File: src/rtl/fifo_core_if.sv
// Producer/consumer bundle for fifo_core: write data and strobes in,
// registered read data, read-valid pulse and error flags out.
interface fifo_core_if #(
    parameter int DWIDTH = 4
);
    logic [DWIDTH-1:0] din;
    logic              wptr;
    logic              rptr;
    logic [DWIDTH-1:0] dout;
    logic [1:0]        error;
    logic              rclk;

    modport master (
        output din, wptr, rptr,
        input  dout, error, rclk
    );

    modport slave (
        input  din, wptr, rptr,
        output dout, error, rclk
    );
endinterface

File: src/rtl/fifo_core.sv
// Single-clock synchronous FIFO with registered read data.
// Ports: wclk (clock), reset (sync, active-low), bus (fifo_core_if.slave:
//   din/wptr/rptr in; dout/rclk/error out, error[0]=overflow, error[1]=underflow).
// Macro FIFO_STICKY_ERR_EN: error bits latch until reset instead of pulsing.
module fifo_core #(
    parameter int DWIDTH = 4,
    parameter int DEPTH  = 8,
    parameter int AWIDTH = 3
) (
    input logic        wclk,
    input logic        reset,
    fifo_core_if.slave bus
);
    localparam logic [AWIDTH:0] LP_FULL = (AWIDTH + 1)'(DEPTH);

    logic [DWIDTH-1:0] r_mem [DEPTH];
    logic [AWIDTH-1:0] r_wr_ptr;
    logic [AWIDTH-1:0] r_rd_ptr;
    logic [AWIDTH:0]   r_count;
    logic [DWIDTH-1:0] r_dout;
    logic              r_rclk;
    logic [1:0]        r_error;

    logic w_full;
    logic w_empty;
    logic w_rd_acc;
    logic w_wr_acc;
    logic w_ovf;
    logic w_udf;

    assign w_full   = (r_count == LP_FULL);
    assign w_empty  = (r_count == '0);
    assign w_rd_acc = bus.rptr && !w_empty;
    // A full FIFO still takes a write when a read frees a slot this cycle.
    assign w_wr_acc = bus.wptr && (!w_full || w_rd_acc);
    assign w_ovf    = bus.wptr && !w_wr_acc;
    assign w_udf    = bus.rptr && w_empty;

    // Storage is not reset; reset only blocks the write.
    always_ff @(posedge wclk) begin
        if (reset && w_wr_acc) begin
            r_mem[r_wr_ptr] <= bus.din;
        end
    end

    always_ff @(posedge wclk) begin
        if (!reset) begin
            r_wr_ptr <= '0;
            r_rd_ptr <= '0;
            r_count  <= '0;
            r_dout   <= '0;
            r_rclk   <= 1'b0;
            r_error  <= 2'b00;
        end else begin
            // DEPTH is a power of 2, so pointers wrap naturally.
            if (w_wr_acc) begin
                r_wr_ptr <= r_wr_ptr + 1'b1;
            end
            if (w_rd_acc) begin
                r_rd_ptr <= r_rd_ptr + 1'b1;
                r_dout   <= r_mem[r_rd_ptr];
            end
            r_rclk <= w_rd_acc;
            unique case ({w_wr_acc, w_rd_acc})
                2'b10:   r_count <= r_count + 1'b1;
                2'b01:   r_count <= r_count - 1'b1;
                default: r_count <= r_count;
            endcase
`ifdef FIFO_STICKY_ERR_EN
            r_error <= r_error | {w_udf, w_ovf};
`else
            r_error <= {w_udf, w_ovf};
`endif
        end
    end

    assign bus.dout  = r_dout;
    assign bus.rclk  = r_rclk;
    assign bus.error = r_error;
endmodule

File: src/flat_wrapper.sv
// flat-port wrapper written by rule: the top's interface ports become plain ports
module fifo_core_flat 
#(
    parameter int DWIDTH = 4,
    parameter int DEPTH  = 8,
    parameter int AWIDTH = 3
)
  (wclk, reset, bus_din, bus_wptr, bus_rptr, bus_dout, bus_error, bus_rclk);
  fifo_core_if #(.DWIDTH(DWIDTH)) bus_i ();
  input logic wclk;
  input logic reset;
  input wire logic [$bits(bus_i.din)-1:0] bus_din;
  input wire logic [$bits(bus_i.wptr)-1:0] bus_wptr;
  input wire logic [$bits(bus_i.rptr)-1:0] bus_rptr;
  output wire logic [$bits(bus_i.dout)-1:0] bus_dout;
  output wire logic [$bits(bus_i.error)-1:0] bus_error;
  output wire logic [$bits(bus_i.rclk)-1:0] bus_rclk;
  assign bus_i.din = bus_din;
  assign bus_i.wptr = bus_wptr;
  assign bus_i.rptr = bus_rptr;
  assign bus_dout = bus_i.dout;
  assign bus_error = bus_i.error;
  assign bus_rclk = bus_i.rclk;
  fifo_core #(.DWIDTH(DWIDTH), .DEPTH(DEPTH), .AWIDTH(AWIDTH)) u_core (.wclk(wclk), .reset(reset), .bus(bus_i));
endmodule
File: config.mk
export PLATFORM = sky130hd
export DESIGN_NAME = fifo_core_flat
export DESIGN_NICKNAME = d
export VERILOG_FILES = /design/src/rtl/fifo_core_if.sv /design/src/rtl/fifo_core.sv /design/src/flat_wrapper.sv
export SDC_FILE = /design/constraint.sdc
export NUM_CORES = 1
export LEC_CHECK = 0
export CORE_AREA = 5 5 71 73
export CTS_BUF_LIST = sky130_fd_sc_hd__clkbuf_8
export DETAILED_ROUTE_END_ITERATION = 16
export DIE_AREA = 0 0 76 78
export PLACE_DENSITY = 0.67
export SETUP_SLACK_MARGIN = 0.05
export SLEW_MARGIN = 20
export SYNTH_ARGS = -nofsm -noshare
export SYNTH_HDL_FRONTEND = slang
export SYNTH_SLANG_ARGS = --single-unit
File: constraint.sdc
create_clock -name wclk -period 2.6 [get_ports wclk]
set_input_delay 0.26 -clock wclk [delete_from_list [all_inputs] [get_ports wclk]]
set_output_delay 0.26 -clock wclk [all_outputs]
set_load 0.03 [all_outputs]
# == Word-level counts from Yosys, hierarchy flattened ==
# Memories as Yosys holds them, arrays and structs flattened. A register that Yosys moved wholly into a read port is not among the register bits.
# Index checks and enable logic that the tools add are counted.
# totals
register_bits,13
latch_bits,0
mem_bits_rw,32
mem_bits_ro,0
inputBits,8
output_inout_bits,7
word_cells,28
n_memories,1
# memory_table
name,words,width,read_ports,rd_ports_with_merged_regs,write_ports,line_no,text
u_core.r_mem,8,4,1,1,1,fifo_core.sv:16,logic [DWIDTH-1:0] r_mem [DEPTH];
# classes
n_addsub,4
n_mul,0
n_div,0
order_cmp,0
eq_ne,3
shift,0
n_mux,3
bitwise_logic,0
reduce_logical,12
# ops
cell,count
case mux 4 bit (2 select lines),1
adder 3 x 1 -> 3 bit (second input constant),2
logical AND 1 bit,5
adder 4 x 1 -> 4 bit (second input constant),1
== test 4 bit (second input constant),1
zero test 1 bit,4
zero test 4 bit,1
subtractor 4 x 1 -> 4 bit (second input constant),1
== test 2 x 1 -> 1 bit (second input constant),1
== test 2 bit (second input constant),1
two-way mux 1 bit,2
nonzero test 2 bit,1
logical OR 1 bit,1

# == Depth between registers and ports, before layout ==
# Gate-level depths: netlist of run 1.
# logic_depth
depth_word,8
ltp_mapped,10
depth_no_buf,9

# == Worst setup path after synthesis of run 1 ==
# No wires, ideal clock.
# synth_path
kind,reg2reg
startpoint,register u_core.r_count[1]
endpoint,register u_core.r_count[2]
setup_time_ns,0.076
arrival_ns,2.174
required_time_ns,2.524
slack_ns,0.351
stages_incl_launch_ff,11
synth_period_minus_slack_ns,2.249
cell_sequence,dfxtp_1 -> buf_6 -> o41a_1 -> buf_6 -> ha_1 -> xor2_1 -> ha_1 -> a21oi_1 -> xor2_1 -> or3_1 -> a21boi_0
# synth_between
elab_chain_len,7
# synth_lines
item,line_no,text
"start, declared",fifo_core.sv:19,logic [AWIDTH:0] r_count;
"start signal, assigned",fifo_core.sv:65,2'b10: r_count <= r_count + 1'b1;
"start signal, assigned",fifo_core.sv:66,2'b01: r_count <= r_count - 1'b1;
"start signal, assigned",fifo_core.sv:67,default: r_count <= r_count;
zero test 4 bit *,fifo_core.sv:32,assign w_empty = (r_count == '0);
zero test 1 bit *,fifo_core.sv:33,assign w_rd_acc = bus.rptr && !w_empty;
logical AND 1 bit *,fifo_core.sv:33,
via u_core.w_rd_acc,fifo_core.sv:26,logic w_rd_acc;
logical OR 1 bit,fifo_core.sv:35,assign w_wr_acc = bus.wptr && (!w_full || w_rd_acc);
logical AND 1 bit,fifo_core.sv:35,
== test 2 x 1 -> 1 bit or == test 2 bit (tied branches),fifo_core.sv:64,"unique case ({w_wr_acc, w_rd_acc})"
case mux 4 bit (2 select lines) or nonzero test 2 bit (tied branches),n/a,
# Mark *: on every way through the listed nets, which the timed path passes. The rest lies on a longest branch.
# A chain may end at the register's enable or synchronous reset.

# == Worst setup path after layout of run 1 ==
# layout_path
startpoint,register u_core.r_count[1]
endpoint,register u_core.r_count[2]
# layout_between
elab_chain_len,7
# layout_lines
item,line_no
zero test 4 bit,fifo_core.sv:32
zero test 1 bit,fifo_core.sv:33
logical AND 1 bit,fifo_core.sv:33
logical OR 1 bit,fifo_core.sv:35
logical AND 1 bit,fifo_core.sv:35
== test 2 x 1 -> 1 bit or == test 2 bit (tied branches),fifo_core.sv:64
case mux 4 bit (2 select lines) or nonzero test 2 bit (tied branches),n/a
# Several ways; a longest one is shown, not always the timed one.

==> results of run 1 <==
-- through the flow --
step,setup slack [ns],power [mW]
4_1_cts,0.1701,2.131
2_1_floorplan,0.3505,1.464
3_5_place_dp,0.04424,1.618
5_1_grt,0.05359,2.243
3_3_place_gp,0.1999,1.588
6_report,0.1879,2.111
-- cell usage after synthesis, drive strengths merged --
cell type / instances
clkbuf: 2
or2b: 1
a21boi: 2
a32o: 1
nand2: 9
or2: 1
mux2i: 3
nand2b: 4
o22ai: 5
nor3b: 3
and2: 6
mux4: 8
or3: 2
xor2: 3
edfxtp: 32
nand3: 1
nand4: 1
buf: 4
ha: 5
dfxtp: 17
o21ai: 7
nor2: 11
nor3: 3
o41a: 1
a21oi: 1
o211ai: 1
nor2b: 2
xnor2: 4
-- logic make-up after synthesis --
kind of cell / Yosys count / synth area share, %
compound gates: 18 / 6.402
xor+xnor: 7 / 2.988
fa+ha+maj: 5 / 3.049
buf+inv: 6 / 2.073
flops: 49 / 63.41
mux: 11 / 10.24
simple gates: 44 / 11.83
-- worst reg2reg max path: stages, from the launching register on --
cell and delay (ns):
dfxtp_1 0.39, or3_4 0.44, o21ai_4 0.22, ha_1 0.29, xor2_1 0.19, ha_1 0.16
a21oi_1 0.04, xor2_1 0.16, or3_1 0.30, a21boi_0 0.15
-- final timing paths --
check | slack (ns) | to
hold reg to reg | 0.51 | u_core.bus.error[1]
hold / removal | 0.51 | u_core.bus.error[1]
setup reg to reg | 0.19 | u_core.r_count[2]
setup / recovery | 0.19 | u_core.r_count[2]
-- area by class of cell --
type                       instances  area [um2]  area share (%)
multi-input combinational         85       708.2           30.01
timing repair buffer              19       177.7           7.529
clock inverter                     3       38.79           1.644
tap                               52       65.06           2.757
sequential                        49        1301           55.14
clock buffer                       5       68.82           2.916
-- power by group --
group          switching, mW  internal [mW]
logic                  0.293          0.290
registers              0.100          0.909
clock network          0.236          0.281
-- registers in the layout, indices dropped and copies added, names as in the netlist --
| register | flops |
|---|---|
| u_core.r_mem | 32 |
| u_core.bus.dout | 4 |
| u_core.r_count | 4 |
| u_core.r_rd_ptr | 3 |
| u_core.r_wr_ptr | 3 |
| u_core.bus.error | 2 |
| u_core.bus.rclk | 1 |
-- metal layers --
layer	wire (um)	share of wire (%)
met2	1785	51
met5	0	0
met3	134	3.8
met4	49	1.4
met1	1536	44
==> impl_metrics.json, run 1 <==
{
  "final_area_mm2": 0.002360,
  "synth_area_leaders": "edfxtp_1 (47%), dfxtp_1 (17%), mux4_2 (8.8%)",
  "route.vias.total": 1161,
  "period_share_pct": 92.77,
  "startpoint_type": "flop",
  "min_path_type": "reg -> reg",
  "tritoncts": "yes",
  "fp.dieW_um": 76,
  "final_cell_mix": "edfxtp_1 (32), dfxtp_1 (17), clkdlybuf4s50_1 (14), nor2_1 (11), mux4_2 (8)",
  "ctsHoldBuffers": 0,
  "io_pins": 15,
  "ir_drop_mv": 0.4037,
  "fin_skew_ns": 0.007857,
  "ant_nets": 0,
  "ys_ff_latch": 49,
  "slowest_stage": "or3_4",
  "core_mm2": 0.004294,
  "startpoint": "u_core.r_count[1]",
  "cp_slowest_stage_delay_ns": 0.43,
  "cts-htree-levels": 2,
  "tns_ns": 0,
  "post_cts_resize_count": 0,
  "status": "finished, final reports clean",
  "synth_nets": 153,
  "yosys.area.top_type_share_pct": 46.83,
  "insertion_delay_ns": 0.30,
  "cp_max_fo": 8,
  "dp_cells": 205,
  "r2r_start": "u_core.r_count[1]",
  "synth_top_cell_by_area": "edfxtp_1",
  "whs_ns": 0.5113,
  "clock_path_buffers": 2,
  "cp.depth": 9,
  "ff2ff_path_depth": 9,
  "drv_cap": 0,
  "synth_area_per_cell_um2": 14.66,
  "wl_um": 3505,
  "required_ns": 2.83,
  "use_met3_pct": 4.630,
  "ys_warn_count": 0,
  "cts_root_buffer": "clkbuf_8",
  "max_freq_mhz": 414.6,
  "endpoint_kind": "flop",
  "crit_chain": "or3_4 -> o21ai_4 -> ha_1 -> xor2_1 -> ha_1 -> a21oi_1 -> xor2_1 -> or3_1 -> a21boi_0",
  "antenna_found_initial": 0,
  "synth_area_mm2": 0.002052,
  "final_nets": 173,
  "finalMaxSlewViolations": 0,
  "clk_pin_slew_ns": 0.08,
  "leakage_nw": 0.8133,
  "nFillCells": 360,
  "busiest_layer": "met2",
  "vias_per_cell": 5.451,
  "drc_errors": 0,
  "cts.sinks": 49,
  "routedWlPerCell_um": 16.46,
  "setup_viol": 0,
  "grtUsageMet1_pct": 15.87,
  "crit_family": "simple AND/OR/NAND/NOR gates",
  "firstDrtPassIters": 5,
  "path_class": "reg -> reg",
  "io_buffers": 14,
  "critPathBufInv": 0,
  "worst_pin_slew_ns": 0.6685,
  "hold_depth": 1,
  "p_per_area_mw_per_mm2": 894.4,
  "antenna_cells": 0,
  "period_minus_slack_ns": 2.412,
  "dieArea_mm2": 0.005928,
  "hpwlAfterDp_um": 2592,
  "hold_start": "u_core.r_count[3]",
  "slew-limit-headroom_pct": 55.09,
  "postCtsSetupRepairBufs": 0,
  "fp-row-count": 24,
  "gr-usage-met2_pct": 20.98,
  "start_util_pct": 47.79,
  "layout-drive-gt1-share_pct": 16.15,
  "numCtsBuffers": 5,
  "syn_inst": 140,
  "final_core_util_pct": 54.95,
  "yosys.cell_types.count": 34,
  "rsz0062_at_grt": "false",
  "gr-total-overflow": 0,
  "ys_seq_area_share_pct": 63.41,
  "die-height_um": 78,
  "drt_iter0_markers": 82,
  "fin_cells": 213,
  "grt_pass1_wl_um": 5892,
  "place_area_mm2": 0.002252,
  "worst-endpoint-arrival_ns": 2.64,
  "place.gp.congestion": 0.8095,
  "hold_viol_final": 0,
  "grt_pass1_vias": 1198,
  "syn_to_final_growth_pct": 15.00,
  "globalRouteTotalUtil_pct": 12.86,
  "final_common_cell": "edfxtp_1",
  "grt_max_degree": 19
}
No activity file was read; power rests on OpenSTA's default activity.
==> inputs of run 2 (changes only) <==
Settings changed: CORE_AREA 5 5 71 73 to 2 2 68 70, CTS_BUF_LIST sky130_fd_sc_hd__clkbuf_8 to sky130_fd_sc_hd__clkbuf_4, CTS_CLUSTER_SIZE set to 30, DIE_AREA 0 0 76 78 to 0 0 70 72.
==> run 2 against run 1 <==
First-iteration DRC count decreased by 34%. Register-to-register slack improved by 0.09 ns. Clock skew increased by 0.010 ns. Sequential power about the same. Clock power decreased by 37%. Count of clock-buffer cells in the layout increased by 1. Via count decreased by 0.95%. Total power decreased by 9.3%. Routed wire length decreased by 10%. Hold slack got worse by 0.026 ns. Maximum frequency increased by 3.8%.
==> impl_metrics.json, run 2 (synthesis results as in run 1) <==
{
  "status": "finished, final reports clean",
  "min_path_type": "in -> reg",
  "clk_pin_slew_ns": 0.13,
  "clock_path_buffers": 2,
  "cts_root_buffer": "clkbuf_4",
  "vias_per_cell": 5.349,
  "gr-usage-met2_pct": 25.29,
  "power.share.clock_pct": 17.0,
  "crit_chain": "or3_4 -> o21ai_4 -> ha_1 -> xor2_1 -> ha_1 -> a21oi_1 -> xor2_1 -> or3_1 -> a21boi_0",
  "cts.sinks": 49,
  "regMostFlops": "u_core.r_mem",
  "busiest_layer": "met2",
  "pwr-share-seq_pct": 52.3,
  "p_per_area_mw_per_mm2": 824.0,
  "crit_family": "simple AND/OR/NAND/NOR gates",
  "final_nets": 175,
  "tns_ns": 0,
  "io_pins": 15,
  "slew-limit-headroom_pct": 59.72,
  "final_core_util_pct": 54.46,
  "grt_pass1_wl_um": 5216,
  "worst_pin_slew_ns": 0.6034,
  "antenna_found_initial": 0,
  "period_share_pct": 89.42,
  "finalMaxSlewViolations": 0,
  "grt_max_degree": 15,
  "ant_nets": 0,
  "grt_pass1_vias": 1125,
  "path_class": "reg -> reg",
  "dieArea_mm2": 0.005040,
  "insertion_delay_ns": 0.35,
  "setup_viol": 0,
  "route.vias.total": 1150,
  "use_met3_pct": 4.028,
  "dp_cells": 207,
  "post_cts_resize_count": 0,
  "period_minus_slack_ns": 2.325,
  "final_cell_mix": "edfxtp_1 (32), dfxtp_1 (17), clkdlybuf4s50_1 (14), nor2_1 (11), mux4_2 (8)",
  "grtUsageMet1_pct": 14.74,
  "drt_iter0_markers": 54,
  "largest_reg_flops": 32,
  "core_mm2": 0.004264,
  "hpwlAfterDp_um": 2407,
  "required_ns": 2.87,
  "final_common_cell": "edfxtp_1",
  "power_mw": 1.914,
  "place.gp.congestion": 0.7464,
  "cp_max_fo": 8,
  "io_buffers": 14,
  "layout-drive-gt1-share_pct": 17.79,
  "globalRouteTotalUtil_pct": 13.74,
  "combPwrFrac_pct": 30.7,
  "antenna_cells": 0,
  "endpoint_kind": "flop",
  "leakage_nw": 0.8000,
  "worst-endpoint-arrival_ns": 2.60,
  "postCtsSetupRepairBufs": 0,
  "firstDrtPassIters": 4,
  "cts-htree-levels": 2,
  "gr-total-overflow": 0,
  "switching_share_pct": 31.03,
  "p_switching_uw": 593.8,
  "hold_viol_final": 0,
  "slowest_stage": "or3_4",
  "start_util_pct": 48.12,
  "max_freq_mhz": 430.1,
  "whs_ns": 0.4857,
  "critPathBufInv": 0,
  "drc_errors": 0,
  "die-height_um": 72,
  "p_int_mw": 1.320,
  "rsz0062_at_grt": "false",
  "syn_to_final_growth_pct": 13.17,
  "fp.dieW_um": 70,
  "ir_drop_mv": 0.4311,
  "tritoncts": "yes",
  "fin_cells": 215,
  "fp-row-count": 24,
  "drv_cap": 0,
  "fin_skew_ns": 0.01784,
  "startpoint_type": "flop",
  "cp_slowest_stage_delay_ns": 0.43,
  "numCtsBuffers": 5,
  "wl_um": 3153,
  "ctsHoldBuffers": 0,
  "routedWlPerCell_um": 14.67
}
run 2: changes by cell type in the layout (fill, tap and decap cells not counted), sizes merged:
cell	before	now
inv	1	0
buf	5	7
clkbuf	5	6
clkinv	1	2
bufinv	1	0
run 2: tightest hold or removal path, cell delays in order:
cell and delay (ns):
clkdlybuf4s50_1 0.43, nand2_1 0.08, nor3_1 0.03
run 2: power by group through the flow:
| stage | Clock (mW) | Combinational, mW | Sequential [mW] |
|---|---|---|---|
| floorplan | 0 | 0.425 | 1.04 |
| global placement | 0 | 0.578 | 1.02 |
| detailed placement | 0 | 0.593 | 1.02 |
| CTS | 0.335 | 0.597 | 1.01 |
| global route | 0.369 | 0.641 | 1.02 |
| finish | 0.325 | 0.587 | 1.00 |
run 2: final cells by class:
cell class | count | area [um2]
fillers | 381 | 1942
repair buffers | 21 | 192.7
multi-input cells | 85 | 708.2
well taps | 52 | 65.06
clock inverters | 2 | 10.01
clock buffers | 6 | 45.04
flip-flops and latches | 49 | 1301
run 2: worst paths after layout:
| check | from | cells past startpoint | slack, ns | to |
|---|---|---|---|---|
| max reg2reg | u_core.r_count[1] | 9 | 0.28 | u_core.r_count[2] |
| min | bus_rptr | 3 | 0.49 | u_core.bus.error[1] |
| min reg2reg | u_core.r_count[3] | 1 | 0.51 | u_core.bus.error[1] |
| max | u_core.r_count[1] | 9 | 0.28 | u_core.r_count[2] |
run 2: through the flow:
stage	cell area [um2]	worst slack, ns
6_report	2322	0.2752
5_1_grt	2322	0.1515
4_1_cts	2322	0.2608
3_5_place_dp	2267	0.1729
3_3_place_gp	2267	0.2599
2_1_floorplan	2052	0.3505
run 2: metal layers:
metal	share of wire, %	vias up	routed length, um
met1	41	553	1285
met3	4.3	9	137
met4	1.4	0	45
met2	53	20	1684
met5	0	-	0
li1	-	568	-
